[src/rtl/quad_encoder_velocity.sv]
// Quadrature encoder front end: 2-FF sync, optional glitch filter, x4 decode,
// position counter and windowed velocity. Define QENC_FILTER_EN to include the glitch filter.
module quad_encoder_velocity #(
    parameter int FILTER_LEN    = 4,
    parameter int SAMPLE_CYCLES = 100000,
    parameter int POS_W         = 32,
    parameter int VEL_W         = 16
) (
    input  logic                    CLK100MHZ,
    input  logic                    RESET,
    input  logic                    enc_a,
    input  logic                    enc_b,
    input  logic                    clr_pos,
    input  logic                    err_clr,
    output logic signed [POS_W-1:0] position,
    output logic signed [VEL_W-1:0] velocity,
    output logic                    vel_valid,
    output logic                    dir,
    output logic                    enc_err
);

`ifdef QENC_FILTER_EN
    localparam int FILTER_ON = 1;
`else
    localparam int FILTER_ON = 0;
`endif
    // Decoder stays unarmed until the first real input level has propagated to prev_state.
    localparam int ARM_CYCLES = 3 + FILTER_LEN * FILTER_ON;
    localparam int ARM_W      = $clog2(ARM_CYCLES + 1);
    localparam int WIN_W      = $clog2(SAMPLE_CYCLES);

    localparam logic signed [POS_W-1:0] VEL_MAX = {{(POS_W-VEL_W+1){1'b0}}, {(VEL_W-1){1'b1}}};
    localparam logic signed [POS_W-1:0] VEL_MIN = {{(POS_W-VEL_W+1){1'b1}}, {(VEL_W-1){1'b0}}};

    logic [1:0]             sync1;
    logic [1:0]             sync2;
    logic [1:0]             filt;
    logic [1:0]             prev_state;
    logic [ARM_W-1:0]       arm_cnt;
    logic                   armed;
    logic [WIN_W-1:0]       win_cnt;
    logic                   win_last;
    logic signed [POS_W-1:0] delta;
    logic signed [POS_W-1:0] delta_next;
    logic signed [POS_W-1:0] step_val;
    logic signed [VEL_W-1:0] vel_sat;
    logic                   is_fwd;
    logic                   is_rev;
    logic                   is_ill;
    logic                   step_fwd;
    logic                   step_rev;
    logic                   step_ill;

    // NOTE: sequential state uses non-blocking assignments so every register
    // samples the pre-edge value of its source, which is what makes the 2-FF chain two stages.
    always_ff @(posedge CLK100MHZ) begin
        if (RESET) begin
            sync1 <= '0;
            sync2 <= '0;
        end else begin
            sync1 <= {enc_a, enc_b};
            sync2 <= sync1;
        end
    end

`ifdef QENC_FILTER_EN
    localparam logic [7:0] CNT_LAST = 8'(FILTER_LEN - 1);
    logic [7:0] filt_cnt [2];

    // NOTE: the tiny per-bit counter array is reset explicitly; unlike a RAM it
    // must start from a known value or the first filtered edge time is undefined.
    always_ff @(posedge CLK100MHZ) begin
        if (RESET) begin
            filt        <= '0;
            filt_cnt[0] <= '0;
            filt_cnt[1] <= '0;
        end else begin
            for (int i = 0; i < 2; i++) begin
                if (sync2[i] == filt[i]) begin
                    filt_cnt[i] <= '0;
                end else if (filt_cnt[i] == CNT_LAST) begin
                    filt[i]     <= sync2[i];
                    filt_cnt[i] <= '0;
                end else begin
                    filt_cnt[i] <= filt_cnt[i] + 8'd1;
                end
            end
        end
    end
`else
    assign filt = sync2;
`endif

    always_ff @(posedge CLK100MHZ) begin
        if (RESET) begin
            arm_cnt    <= '0;
            armed      <= 1'b0;
            prev_state <= '0;
        end else begin
            prev_state <= filt;
            if (!armed) begin
                arm_cnt <= arm_cnt + 1'b1;
                if (arm_cnt == ARM_W'(ARM_CYCLES - 1)) armed <= 1'b1;
            end
        end
    end

    // NOTE: every output of this block gets a default first, so no path leaves
    // a value held over from a previous evaluation (no latch).
    always_comb begin
        is_fwd = 1'b0;
        is_rev = 1'b0;
        is_ill = 1'b0;
        case ({prev_state, filt})
            4'b00_10, 4'b10_11, 4'b11_01, 4'b01_00: is_fwd = 1'b1;
            4'b00_01, 4'b01_11, 4'b11_10, 4'b10_00: is_rev = 1'b1;
            4'b00_11, 4'b11_00, 4'b01_10, 4'b10_01: is_ill = 1'b1;
            default: ;
        endcase
    end

    assign step_fwd = armed & is_fwd;
    assign step_rev = armed & is_rev;
    assign step_ill = armed & is_ill;
    assign step_val = step_fwd ? POS_W'(1) : (step_rev ? '1 : '0);

    assign win_last   = (win_cnt == WIN_W'(SAMPLE_CYCLES - 1));
    assign delta_next = delta + step_val;

    always_comb begin
        vel_sat = delta_next[VEL_W-1:0];
        if (delta_next > VEL_MAX)      vel_sat = VEL_MAX[VEL_W-1:0];
        else if (delta_next < VEL_MIN) vel_sat = VEL_MIN[VEL_W-1:0];
    end

    always_ff @(posedge CLK100MHZ) begin
        if (RESET) begin
            position  <= '0;
            velocity  <= '0;
            vel_valid <= 1'b0;
            dir       <= 1'b0;
            enc_err   <= 1'b0;
            win_cnt   <= '0;
            delta     <= '0;
        end else begin
            vel_valid <= win_last;
            if (win_last) begin
                win_cnt  <= '0;
                delta    <= '0;
                velocity <= vel_sat;
            end else begin
                win_cnt <= win_cnt + 1'b1;
                delta   <= delta_next;
            end

            if (clr_pos) position <= '0;
            else         position <= position + step_val;

            if (step_fwd || step_rev) dir <= step_fwd;

            // A fresh illegal transition outranks a same-cycle clear request.
            if (step_ill)     enc_err <= 1'b1;
            else if (err_clr) enc_err <= 1'b0;
        end
    end

endmodule

[config.mk]
export PLATFORM = sky130hd
export DESIGN_NAME = quad_encoder_velocity
export DESIGN_NICKNAME = d
export VERILOG_FILES = /design/src/rtl/quad_encoder_velocity.sv
export SDC_FILE = /design/constraint.sdc
export NUM_CORES = 1
export LEC_CHECK = 0
export CORE_MARGIN = 2
export CORE_UTILIZATION = 50
export CTS_CLUSTER_DIAMETER = 120
export DETAILED_ROUTE_END_ITERATION = 10
export HOLD_SLACK_MARGIN = 0.1
export MAX_ROUTING_LAYER = met4
export PLACE_DENSITY_LB_ADDON = 0.05
export SYNTH_ARGS = -nofsm -noshare
export SYNTH_HDL_FRONTEND = slang
export SYNTH_SLANG_ARGS = --single-unit
[constraint.sdc]
create_clock -name CLK100MHZ -period 8.7 [get_ports CLK100MHZ]
set_clock_uncertainty 0.15 [all_clocks]
set_input_delay 1.305 -clock CLK100MHZ [delete_from_list [all_inputs] [get_ports CLK100MHZ]]
set_output_delay 1.305 -clock CLK100MHZ [all_outputs]
set_load 0.1 [all_outputs]
# Yosys cells after proc, flatten, opt, wreduce, memory -nomap -nowiden
# Cells that the tools add are included.
# Widths: inputs -> output; s select.
# word_totals
ff_bits,109
input_bits,6
out_inout_bits,51
wordCells,53
# classes
n_addsub,4
order_cmp,2
n_eq_ne,14
mux,11
bitwise_logic,3
n_reduce_logical,7
# ops
cell,count
$add 32x32->32,2
$mux 32,2
$gt 32x16->1 const B,1
$lt 32x16->1 const B,1
$mux 16,2
$eq 4x4->1 const B,6
$add 17x1->17 const B,1
$eq 17x17->1 const B,1
$eq 4x3->1 const B,3
$reduce_or 4->1,3
$eq 4x2->1 const B,2
$mux 1,7
$eq 4x1->1 const B,1
$reduce_or 2->1,2
$and 1x1->1,3
$add 2x1->2 const B,1
$eq 2x2->1 const B,1
$reduce_bool 2->1,1
$logic_or 1x1->1,1

# Depth between registers and ports, before layout
# logic_depth
word_depth,10
depth_mapped,17
ltp_nobuf,16

# Least setup slack after synthesis
# No wires, ideal clock.
# synth_path
kind,flip-flop to flip-flop
start,reg sync2[1] (netlist: filt[1])
end,reg velocity[10]
setup_time_ns,0.124
arrival_time_ns,4.784
path_slack_ns,3.641
path_stages_with_launch,17
n_path_buf,2
path_cell_list,dfxtp_1 xnor2_1 nand3_1 inv_1 ha_1 buf_6 and4_4 and2_4 a2111oi_4 a31oi_1 o21a_1 or4_4 a221oi_2 nand4_2 buf_6 o22ai_1 a31oi_1
# synth_via
elab_chain_cells,10
word_cells_on_any_way,21
# synth_rtl
item,line,text
"start, declared",36,logic [1:0] sync2;
"start signal, assigned",62,sync2 <= sync1;
"$eq 4x1->1, or another cell as far along",114,"case ({prev_state, filt})"
$reduce_or 4->1,114,
$mux 1,114,
$and 1x1->1,123,assign step_rev = armed & is_rev;
$mux 32,125,assign step_val = step_fwd ? POS_W'(1) : (step_rev ? '1 : '0);
$mux 32 *,125,
$add 32x32->32 *,128,assign delta_next = delta + step_val;
$lt 32x16->1,133,else if (delta_next < VEL_MIN) vel_sat = VEL_MIN[VEL_W-1:0];
$mux 16,133,
$mux 16 *,132,if (delta_next > VEL_MAX) vel_sat = VEL_MAX[VEL_W-1:0];
"end signal, assigned",150,velocity <= vel_sat;
"end, declared",16,"output logic signed [VEL_W-1:0] velocity,"
# Every way passes the cells marked *; elsewhere a longest branch is shown, timed or not.
# A chain may end at the register's enable or synchronous reset.

# Worst setup path after layout
# layout_path
start,reg sync2[1] (netlist: filt[1])
end,reg velocity[8]
# The elaborated chain is that of the path after synthesis.

==> impl_metrics.sql <==
INSERT INTO impl_metrics (metric_group, metric, value, unit) VALUES
('run_status', 'run_status', 'finished, final reports clean', ''),
('grt', 'first_global_vias', '6023', ''),
('detailed_routing', 'route.final.wire_length', '17600', 'um'),
('die', 'ioPinCount', '57', ''),
('sta', 'relative_max_transition_margin', '0.148', ''),
('layout', 'final_core_utilization', '0.582', ''),
('clock_network', 'clock-root-buffer', 'sky130_fd_sc_hd__clkbuf_16', ''),
('critical_path', 'critPathBufInv', '1', ''),
('clock_network', 'cts_num_sinks', '109', ''),
('placement', 'place_hpwl', '13000', 'um'),
('die', 'area_enclosed_by_the_die_boundary', '0.0151', 'sq mm'),
('clock_network', 'cts-root-to-sink-buffers', '2', ''),
('clock_network', 'clock_insertion_delay_worst_skew', '370', 'ps'),
('logic_synthesis', 'synth_top_area_share', '0.309', ''),
('detailed_routing', 'remaining_drc_errors', '0', ''),
('die', 'floorplan.initialDensity', '0.511', ''),
('critical_path', 'crit_end_category', 'register', ''),
('detailed_routing', 'vias', '6430', ''),
('grt', 'grt_max_degree', '49', ''),
('logic_synthesis', 'synth_edf_count', '0', ''),
('clock_network', 'tritoncts', 'done', ''),
('detailed_routing', 'drt-vias-per-instance', '5.88', ''),
('layout', 'area_growth_syn_to_layout', '13.8', '%'),
('critical_path', 'slowest_stage', 'sky130_fd_sc_hd__inv_2', ''),
('grt', 'grt_first_pass_wirelength', '29300', 'um'),
('grt', 'combined_global_route_utilization_of_all_metal_layers', '0.250', ''),
('clock_network', 'postCtsResizedCells', '0', ''),
('layout', 'antenna_cells_inserted', '0', ''),
('grt', 'antenna_found_initial', '0', ''),
('hold_path', 'timing.hold.worst_endpoint', 'filt[1]', ''),
('clock_network', 'cts_hold_repair.buffers', '0', ''),
('power_and_ir_drop', 'total_leakage_power', '3.59', 'nW'),
('power_and_ir_drop', 'power.ir.vdd_worst', '0.149', 'mV'),
('detailed_routing', 'postRouteAntennaNets', '0', ''),
('sta', 'setup-violations-final', '0', ''),
('logic_synthesis', 'mapped_cells', '867', ''),
('layout', 'final_nets', '980', ''),
('critical_path', 'reg2regPathDepth', '14', ''),
('sta', 'sum_of_negative_setup_slack', '0', 'ps'),
('logic_synthesis', 'synth.yosys.seq_area_share', '0.309', ''),
('sta', 'timing.final.hold_violations', '0', ''),
('critical_path', 'startpoint_type', 'register', ''),
('logic_synthesis', 'mappedNetlistNets', '939', ''),
('critical_path', 'crit_path_cell_trace', 'xnor2_1 -> nand3_1 -> inv_2 -> ha_1 -> and4_1 -> nand2_1 -> o2bb2ai_1 -> nor3_1 -> a211oi_1 -> or3_1 -> nand3_1 -> nor2_1 -> nand4_1 -> a31oi_1', ''),
('critical_path', 'r2r_start', 'filt[1]', ''),
('logic_synthesis', 'synth-async-reset-ratio', '0', ''),
('logic_synthesis', 'post-synth-top-count-cell', 'sky130_fd_sc_hd__nor2_1', ''),
('grt', 'grt_remaining_overflow', '0', ''),
('logic_synthesis', 'synthesized_area', '0.00707', 'sq mm'),
('logic_synthesis', 'synth_largest_area_cell', 'sky130_fd_sc_hd__dfxtp_1', ''),
('critical_path', 'cp_max_fo', '48', ''),
('detailed_routing', 'detail_route.wl_per_cell', '16.1', 'um'),
('critical_path', 'timing.critical_path.slowest_cell_delay', '850', 'ps'),
('clock_network', 'cts_setup_buffers', '0', ''),
('detailed_routing', 'drt_first_iter_violations', '516', ''),
('die', 'floorplan.rows', '43', ''),
('critical_path', 'worst-r2r-setup-slack', '2830', 'ps'),
('die', 'fp.dieH', '123', 'um'),
('sta', 'finalCriticalPeriod', '5870', 'ps'),
('die', 'fp.dieW', '123', 'um'),
('placement', 'last_weighted_congestion_value_of_the_routability_driven_placer', '0.910', ''),
('power_and_ir_drop', 'total_power', '1.27', 'mW'),
('critical_path', 'cpMostUsedCell', 'sky130_fd_sc_hd__nand3_1', ''),
('layout', 'fillerInstances', '1255', ''),
('logic_synthesis', 'ys_ff_latch', '109', ''),
('die', 'core', '0.0138', 'sq mm'),
('logic_synthesis', 'synth.top_cells.by_area', 'sky130_fd_sc_hd__dfxtp_1 (31%), sky130_fd_sc_hd__ha_1 (11%), sky130_fd_sc_hd__nor2_1 (6.3%)', ''),
('critical_path', 'critPathRequiredTime', '8830', 'ps'),
('logic_synthesis', 'synth.top_cells.by_count', 'sky130_fd_sc_hd__nor2_1 (118), sky130_fd_sc_hd__dfxtp_1 (109), sky130_fd_sc_hd__nand2_1 (74)', ''),
('job', 'maxCapViolations', '0', ''),
('sta', 'max_slew.worst_pin.slew', '1270', 'ps');
==> area by class of cell <==
type / count / area [sq um] / area share
multi-input cells: 708 / 4660 / 0.580
repair buffers: 58 / 576 / 0.0716
well taps: 180 / 225 / 0.0280
clock buffers: 9 / 225 / 0.0280
clock inverters: 7 / 86.3 / 0.0107
inverters: 22 / 82.6 / 0.0103
flip-flops and latches: 109 / 2180 / 0.271
==> cell usage in the layout, fill, tap and decap left out, types with 10 or more instances in the layout <==
cell                              count
sky130_fd_sc_hd__a21oi_1             64
sky130_fd_sc_hd__nand2_1             74
sky130_fd_sc_hd__nor3_1              16
sky130_fd_sc_hd__o21ai_0             26
sky130_fd_sc_hd__and3_1              17
sky130_fd_sc_hd__ha_1                64
sky130_fd_sc_hd__clkdlybuf4s50_1     56
sky130_fd_sc_hd__xor2_1              37
sky130_fd_sc_hd__inv_1               21
sky130_fd_sc_hd__nand4_1             23
sky130_fd_sc_hd__nor2b_1             15
sky130_fd_sc_hd__o22ai_1             14
sky130_fd_sc_hd__nor2_1             118
sky130_fd_sc_hd__a21o_1              32
sky130_fd_sc_hd__nand2b_1            10
sky130_fd_sc_hd__nand3_1             21
sky130_fd_sc_hd__and2_1              13
sky130_fd_sc_hd__a211oi_1            11
sky130_fd_sc_hd__xnor2_1             26
sky130_fd_sc_hd__o21a_1              11
sky130_fd_sc_hd__a31oi_1             23
sky130_fd_sc_hd__dfxtp_1            109
==> how the worst max path moves through the flow <==
stage / slack [ps] / to / startpoint / cells past startpoint
finish: 2830 / velocity[8] / filt[1] / 14
detailed placement: 2940 / velocity[8] / filt[1] / 14
CTS: 2880 / velocity[8] / filt[0] / 14
global route: 2380 / velocity[9] / filt[0] / 15
global placement: 3140 / velocity[14] / filt[1] / 14
floorplan: 3640 / velocity[10] / filt[1] / 16
==> cell families (layout without fill, tap and decap cells) <==
group           Yosys count  count (layout)  synth area share
buf+inv                  50              96            0.0312
compound gates          230             230             0.219
mux                       1               1           0.00142
fa+ha+maj                66              66             0.119
flops                   109             109             0.309
simple gates            348             348             0.242
xor+xnor                 63              63            0.0781
==> power by group <==
group | internal, mW | leakage, nW | switching [mW] | total (mW)
Combinational | 0.106 | 2.55 | 0.198 | 0.303
Sequential | 0.522 | 0.881 | 0.0150 | 0.537
Clock | 0.207 | 0.151 | 0.218 | 0.424
==> state kept, by name (all words and copies together) (netlist names), 2 cells and up <==
register / cells
delta: 32
position: 32
arm_cnt: 2
sync1: 2
prev_state: 2
velocity: 16
filt: 2
win_cnt: 17
==> per-stage QoR <==
step	hold slack (ps)	setup slack (ps)	cells	cell area (sq um)
finish	293	2830	1093	8040
detailed placement	275	2940	1077	7730
floorplan	264	3640	867	7070
global route	304	2380	1093	8040
global placement	271	3140	1077	7730
CTS	295	2880	1093	8040
==> metal layers <==
metal | GRT usage | vias to the layer above | share of wire
li1 | - | 3250 | -
met1 | 0.337 | 3036 | 0.48
met2 | 0.392 | 126 | 0.46
met3 | 0.0362 | 18 | 0.039
met4 | 0.0711 | 0 | 0.016
met5 | - | - | 0
==> worst register-to-register path: stages, from the launching register on <==
cell                        delay (ps)
sky130_fd_sc_hd__dfxtp_1           340
sky130_fd_sc_hd__xnor2_1           320
sky130_fd_sc_hd__nand3_1           350
sky130_fd_sc_hd__inv_2             850
sky130_fd_sc_hd__ha_1              450
sky130_fd_sc_hd__and4_1            350
sky130_fd_sc_hd__nand2_1            70
sky130_fd_sc_hd__o2bb2ai_1         270
sky130_fd_sc_hd__nor3_1             80
sky130_fd_sc_hd__a211oi_1          520
sky130_fd_sc_hd__or3_1             190
sky130_fd_sc_hd__nand3_1           570
sky130_fd_sc_hd__nor2_1            270
sky130_fd_sc_hd__nand4_1           610
sky130_fd_sc_hd__a31oi_1           390
(Power assumes the default switching activity.)
